==> src/rtl/rv_tb_pkg.sv <==
// Shared types and default constants for the store monitor.
//   verdict_e     : verdict encoding exposed on store_monitor.verdict
//   store_entry_t : one captured store {addr, data}
//   DEF_*         : default FIFO depth, signature address/value, cycle budget
package rv_tb_pkg;

    typedef enum logic [1:0] {
        V_RUN     = 2'd0,
        V_PASS    = 2'd1,
        V_FAIL    = 2'd2,
        V_TIMEOUT = 2'd3
    } verdict_e;

    typedef struct packed {
        logic [31:0] addr;
        logic [31:0] data;
    } store_entry_t;

    localparam int          DEF_DEPTH     = 8;
    localparam logic [31:0] DEF_PASS_ADDR = 32'd100;
    localparam logic [31:0] DEF_PASS_DATA = 32'd25;
    localparam logic [31:0] DEF_TIMEOUT   = 32'd1000;

endpackage

==> src/rtl/store_fifo.sv <==
// Show-ahead FIFO holding captured stores.
//   clk, reset (async, active-low)
//   push/wdata : write request; ignored when full unless a pop happens on the same edge
//   pop        : remove head; ignored when empty
//   full/empty : occupancy flags
//   head       : current head entry, all-zero while empty
module store_fifo
    import rv_tb_pkg::*;
#(
    parameter int  DEPTH = DEF_DEPTH,
    parameter type T     = store_entry_t
) (
    input  logic clk,
    input  logic reset,
    input  logic push,
    input  T     wdata,
    input  logic pop,
    output logic full,
    output logic empty,
    output T     head
);

    localparam int AW = $clog2(DEPTH);

    T            mem [DEPTH];
    T            zero_entry;
    logic [AW:0] wr_ptr;
    logic [AW:0] rd_ptr;
    logic        do_push;
    logic        do_pop;

    // Extra MSB on each pointer tells full (wrap bits differ) from empty.
    assign empty      = (wr_ptr == rd_ptr);
    assign full       = (wr_ptr[AW] != rd_ptr[AW]) && (wr_ptr[AW-1:0] == rd_ptr[AW-1:0]);
    assign do_pop     = pop && !empty;
    // A pop on the same edge frees the slot, so a full FIFO can still accept.
    assign do_push    = push && (!full || do_pop);
    assign zero_entry = '0;
    assign head       = empty ? zero_entry : mem[rd_ptr[AW-1:0]];

    always_ff @(posedge clk or negedge reset) begin
        if (!reset) begin
            wr_ptr <= '0;
            rd_ptr <= '0;
        end else begin
            if (do_push) wr_ptr <= wr_ptr + {{AW{1'b0}}, 1'b1};
            if (do_pop)  rd_ptr <= rd_ptr + {{AW{1'b0}}, 1'b1};
        end
    end

    always_ff @(posedge clk) begin
        if (do_push) mem[wr_ptr[AW-1:0]] <= wdata;
    end

endmodule

==> src/rtl/store_monitor.sv <==
// Captures core data stores into a log FIFO and decides a run verdict.
//   clk, reset (async, active-low), en (core enable)
//   MemWrite/DataAdr/WriteData : core store port
//   log_ready / log_valid, log_addr, log_data : show-ahead log stream
//   store_count (saturating), cycle_count (enabled RUN cycles, saturating)
//   overflow (sticky drop flag), done, pass, verdict
//
// state     | meaning
// ----------+--------------------------------------------------------
// V_RUN     | capturing stores and counting enabled cycles
// V_PASS    | signature address written with the pass value (terminal)
// V_FAIL    | signature address written with any other value (terminal)
// V_TIMEOUT | cycle budget exhausted without a signature (terminal)
module store_monitor
    import rv_tb_pkg::*;
#(
    parameter int          DEPTH     = DEF_DEPTH,
    parameter logic [31:0] PASS_ADDR = DEF_PASS_ADDR,
    parameter logic [31:0] PASS_DATA = DEF_PASS_DATA,
    parameter logic [31:0] TIMEOUT   = DEF_TIMEOUT
) (
    input  logic        clk,
    input  logic        reset,
    input  logic        en,
    input  logic        MemWrite,
    input  logic [31:0] DataAdr,
    input  logic [31:0] WriteData,
    input  logic        log_ready,
    output logic        log_valid,
    output logic [31:0] log_addr,
    output logic [31:0] log_data,
    output logic [15:0] store_count,
    output logic [31:0] cycle_count,
    output logic        overflow,
    output logic        done,
    output logic        pass,
    output logic [1:0]  verdict
);

    verdict_e     state_q;
    verdict_e     state_d;
    store_entry_t wr_entry;
    store_entry_t head;
    logic         fifo_full;
    logic         fifo_empty;
    logic         capture;
    logic         pop;
    logic         sig_hit;
    logic         timeout_hit;

    assign capture     = en && MemWrite && (state_q == V_RUN);
    assign pop         = log_valid && log_ready;
    assign sig_hit     = capture && (DataAdr == PASS_ADDR);
    assign timeout_hit = en && (state_q == V_RUN) && (cycle_count == TIMEOUT - 32'd1);
    assign wr_entry    = '{addr: DataAdr, data: WriteData};

    store_fifo #(
        .DEPTH (DEPTH),
        .T     (store_entry_t)
    ) u_fifo (
        .clk   (clk),
        .reset (reset),
        .push  (capture),
        .wdata (wr_entry),
        .pop   (pop),
        .full  (fifo_full),
        .empty (fifo_empty),
        .head  (head)
    );

    assign log_valid = !fifo_empty;
    assign log_addr  = head.addr;
    assign log_data  = head.data;

    always_ff @(posedge clk or negedge reset) begin
        if (!reset) begin
            store_count <= '0;
            cycle_count <= '0;
            overflow    <= 1'b0;
        end else begin
            // Dropped stores are still counted.
            if (capture && store_count != 16'hFFFF)
                store_count <= store_count + 16'd1;
            if (en && state_q == V_RUN && cycle_count != 32'hFFFF_FFFF)
                cycle_count <= cycle_count + 32'd1;
            if (capture && fifo_full && !pop)
                overflow <= 1'b1;
        end
    end

    always_ff @(posedge clk or negedge reset) begin
        if (!reset) state_q <= V_RUN;
        else        state_q <= state_d;
    end

    // Signature store takes priority over a coincident timeout.
    always_comb begin
        state_d = state_q;
        if (state_q == V_RUN) begin
            if (sig_hit)
                state_d = (WriteData == PASS_DATA) ? V_PASS : V_FAIL;
            else if (timeout_hit)
                state_d = V_TIMEOUT;
        end
    end

    always_comb begin
        verdict = state_q;
        done    = (state_q != V_RUN);
        pass    = (state_q == V_PASS);
    end

endmodule

==> config.mk <==
export PLATFORM = sky130hd
export DESIGN_NAME = store_monitor
export DESIGN_NICKNAME = d
export VERILOG_FILES = /design/src/rtl/rv_tb_pkg.sv /design/src/rtl/store_fifo.sv /design/src/rtl/store_monitor.sv
export SDC_FILE = /design/constraint.sdc
export NUM_CORES = 1
export LEC_CHECK = 0
export ABC_AREA = 1
export CAP_MARGIN = 25
export CORE_MARGIN = 4
export CORE_UTILIZATION = 58
export CTS_CLUSTER_SIZE = 8
export DETAILED_ROUTE_END_ITERATION = 16
export GPL_TIMING_DRIVEN = 0
export PLACE_DENSITY = 0.79
export SLEW_MARGIN = 20
export SYNTH_ARGS = -nofsm -noshare
export SYNTH_HDL_FRONTEND = slang
export SYNTH_SLANG_ARGS = --single-unit
==> constraint.sdc <==
create_clock -name clk -period 6.3 [get_ports clk]
set_input_delay 1.89 -clock clk [delete_from_list [all_inputs] [get_ports clk]]
set_output_delay 1.89 -clock clk [all_outputs]
set_load 0.03 [all_outputs]
==> flow_metrics.tcl <==
set metrics [dict create \
    syn_avg_cell_area_um2 10.8 \
    insertion_delay_ns 0.60 \
    area_growth_pct 22.9 \
    p_leak_nw 10.5 \
    drt-wirelength-per-cell_um 21.6 \
    grt_pass1_wl_um 103000 \
    initial_core_util 0.590 \
    cts_max_level 3 \
    path_cells "inv_2 -> buf_2 -> buf_2 -> buf_2 -> nor2_1 -> o21ai_0 -> o21ai_1 -> nor2_1 -> clkdlybuf4s50_1" \
    cts_root_buf "clkbuf_16" \
    gp_congestion 0.886 \
    ys_seq_area_frac 0.696 \
    cts-buffers-inserted 81 \
    die_w_um 212 \
    cts_buffer_depth 3 \
    async_flop_share 0.103 \
    cp_slowest_cell "clkdlybuf4s50_1" \
    yosysUniqueCellTypes 28 \
    r2r-start "u_fifo.rd_ptr[0]" \
    finalCriticalPeriod_ns 5.71 \
    placed_cells 2981 \
    grt_usage 0.294 \
    die_h_um 212 \
    drt-initial-drc-count 2092 \
    synth.top_cell.area_share 0.635 \
    hold_start "overflow" \
    dpl.hpwl_um 43000 \
    power.density_mw_per_mm2 444 \
    ys_warn_count 0 \
    ios 187 \
    drive_gt1_frac 0.0760 \
    synth_nets 2310 \
    ys_ff_latch 571 \
    cap_violations 0 \
    instances_no_fill 3113 \
    final_antenna_net_count 0 \
    start_kind "register" \
    ir_worst_vdd_v 0.000337 \
    drt_wl_total_um 67400 \
    syn_area_mm2 0.0242 \
    min_period_over_period 0.906 \
    synth_top_cells_by_area "edfxtp_1 64%, nor2_1 9.8%, o21ai_0 7.8%" \
    nets 2605 \
    status "complete, no violations" \
    synth_top_area_cell "edfxtp_1" \
    timing.critical_path.arrival_ns 3.82 \
    tightest_slew_ns 0.759 \
    hold_violations 0 \
    path_max_fanout 10 \
    synthCells 2237 \
    cp-startpoint "u_fifo.rd_ptr[0]" \
    required_ns 4.41 \
    grt_pass1_vias 18600 \
    synth_edf_count 512 \
    slew_violations 0 \
    grt-ovfl-total 0 \
    fmax_ghz 0.175 \
    setup_viol 0 \
    clkTransAtPathRegs_ns 0.05 \
    final_common_cell "nor2_1" \
    clkSinkCount 571 \
    remaining_drc_errors 0 \
    firstDrtPassIters 6 \
    io_buffers 186 \
    worst_clock_skew_ns 0.0264 \
    hp-class "register to register" \
    cts_resized 0 \
    core_area_mm2 0.0410 \
    cp_common_cell "buf_2" \
    rsz0062_at_grt "false" \
    synthFlopType "edfxtp_1" \
    antenna_found_initial 4 \
    postCtsSetupRepairBufs 0 \
    mostFrequentLayoutCells "627 x nor2_1, 512 x edfxtp_1, 378 x o21ai_0, 280 x nand2_1, 185 x clkdlybuf4s50_1" \
    hold_slack_ns 0.467 \
    grt_max_degree 54 \
    dieArea_mm2 0.0451 \
    critPathMaxStageDelay_ns 0.75 \
    slew_headroom 0.494 \
    num_vias 18600 \
    avgViaCountPerCell 5.96 \
    ctsHoldBuffers 0 \
    rows 74 \
    crit_type "register to primary output" \
    cts_tree "done" \
    end_kind "primary output" \
]
[synth_stat cells, types with 14 or more instances]
| library cell | count |
|---|---|
| buf_2 | 33 |
| buf_4 | 15 |
| clkbuf_1 | 54 |
| dfrtp_1 | 59 |
| edfxtp_1 | 512 |
| inv_1 | 57 |
| nand2_1 | 280 |
| nand3_1 | 29 |
| nand3b_1 | 14 |
| nor2_1 | 635 |
| o21ai_0 | 378 |
| o21ai_1 | 85 |
| xnor2_1 | 16 |
| xor2_1 | 22 |
[routing by layer]
metal	vias up	part of all wire	GRT usage
li1	8281	-	-
met1	8903	0.38	0.392
met2	1187	0.49	0.481
met3	192	0.098	0.0578
met4	6	0.033	0.118
met5	-	0.00080	0
[layout make-up]
cell class / count / area, µm²
Buffer: 117 / 567
Timing Repair Buffer: 212 / 2520
Fill cell: 2637 / 11300
Antenna cell: 1 / 2.50
Clock buffer: 123 / 2210
Multi-Input combinational cell: 1487 / 6620
Sequential cell: 571 / 16900
Inverter: 62 / 233
Tap cell: 532 / 666
Clock inverter: 8 / 83.8
[kinds of logic (layout without fill, tap and decap cells)]
logic type,Yosys count,count (layout),share of synthesized area
other,0,1,0
AOI/OAI and AO/OA,464,464,0.0960
adders and majority gates,4,4,0.00207
xor gates and xnor gates,38,38,0.0137
and+or+nand+nor,981,981,0.159
DFF,571,571,0.696
buffers and inverters,179,522,0.0330
[final timing paths]
path	to	slack, ns	cells after the start
min in group asynchronous	store_count[15]	1.12	1
worst max register to register	u_fifo.mem[2][46]	2.76	10
worst max-delay path	log_data[26]	0.59	9
worst min-delay path	overflow	0.47	1
worst min register to register	overflow	0.47	1
max in group asynchronous	cycle_count[3]	4.67	2
[power breakdown]
group / internal, W / total (W) / switching (W)
clock: 0.00239 / 0.00394 / 0.00155
combinational: 0.00163 / 0.00512 / 0.00349
sequential: 0.00415 / 0.00417 / 0.0000189
total: 0.00817 / 0.0132 / 0.00505
[sequential cells by signal, summed over array words and instances (netlist names)]
register	count
u_fifo.mem	512
cycle_count	32
store_count	16
u_fifo.rd_ptr	4
u_fifo.wr_ptr	4
verdict	2
overflow	1
[metrics by stage]
stage                util  setup slack, ns  setup TNS (ns)  instance area [µm²]  total power, W
floorplan               -            0.743               0                24200         0.00719
global placement    0.652            -2.42        -1153.08                26700         0.00908
detailed placement  0.670             1.30               0                27500         0.00920
CTS                 0.725            0.715               0                29800          0.0132
global route        0.725            0.525               0                29800          0.0137
finish              0.725            0.593               0                29800          0.0132
[worst max-delay path: cells and delay by family, from the launching register on]
family                 cells  cell delay, ns
AOI/OAI and AO/OA          2            0.30
buffers and inverters      5            2.02
DFF                        1            0.53
and+or+nand+nor            2            0.37
Power figures use the tool's default switching activity.
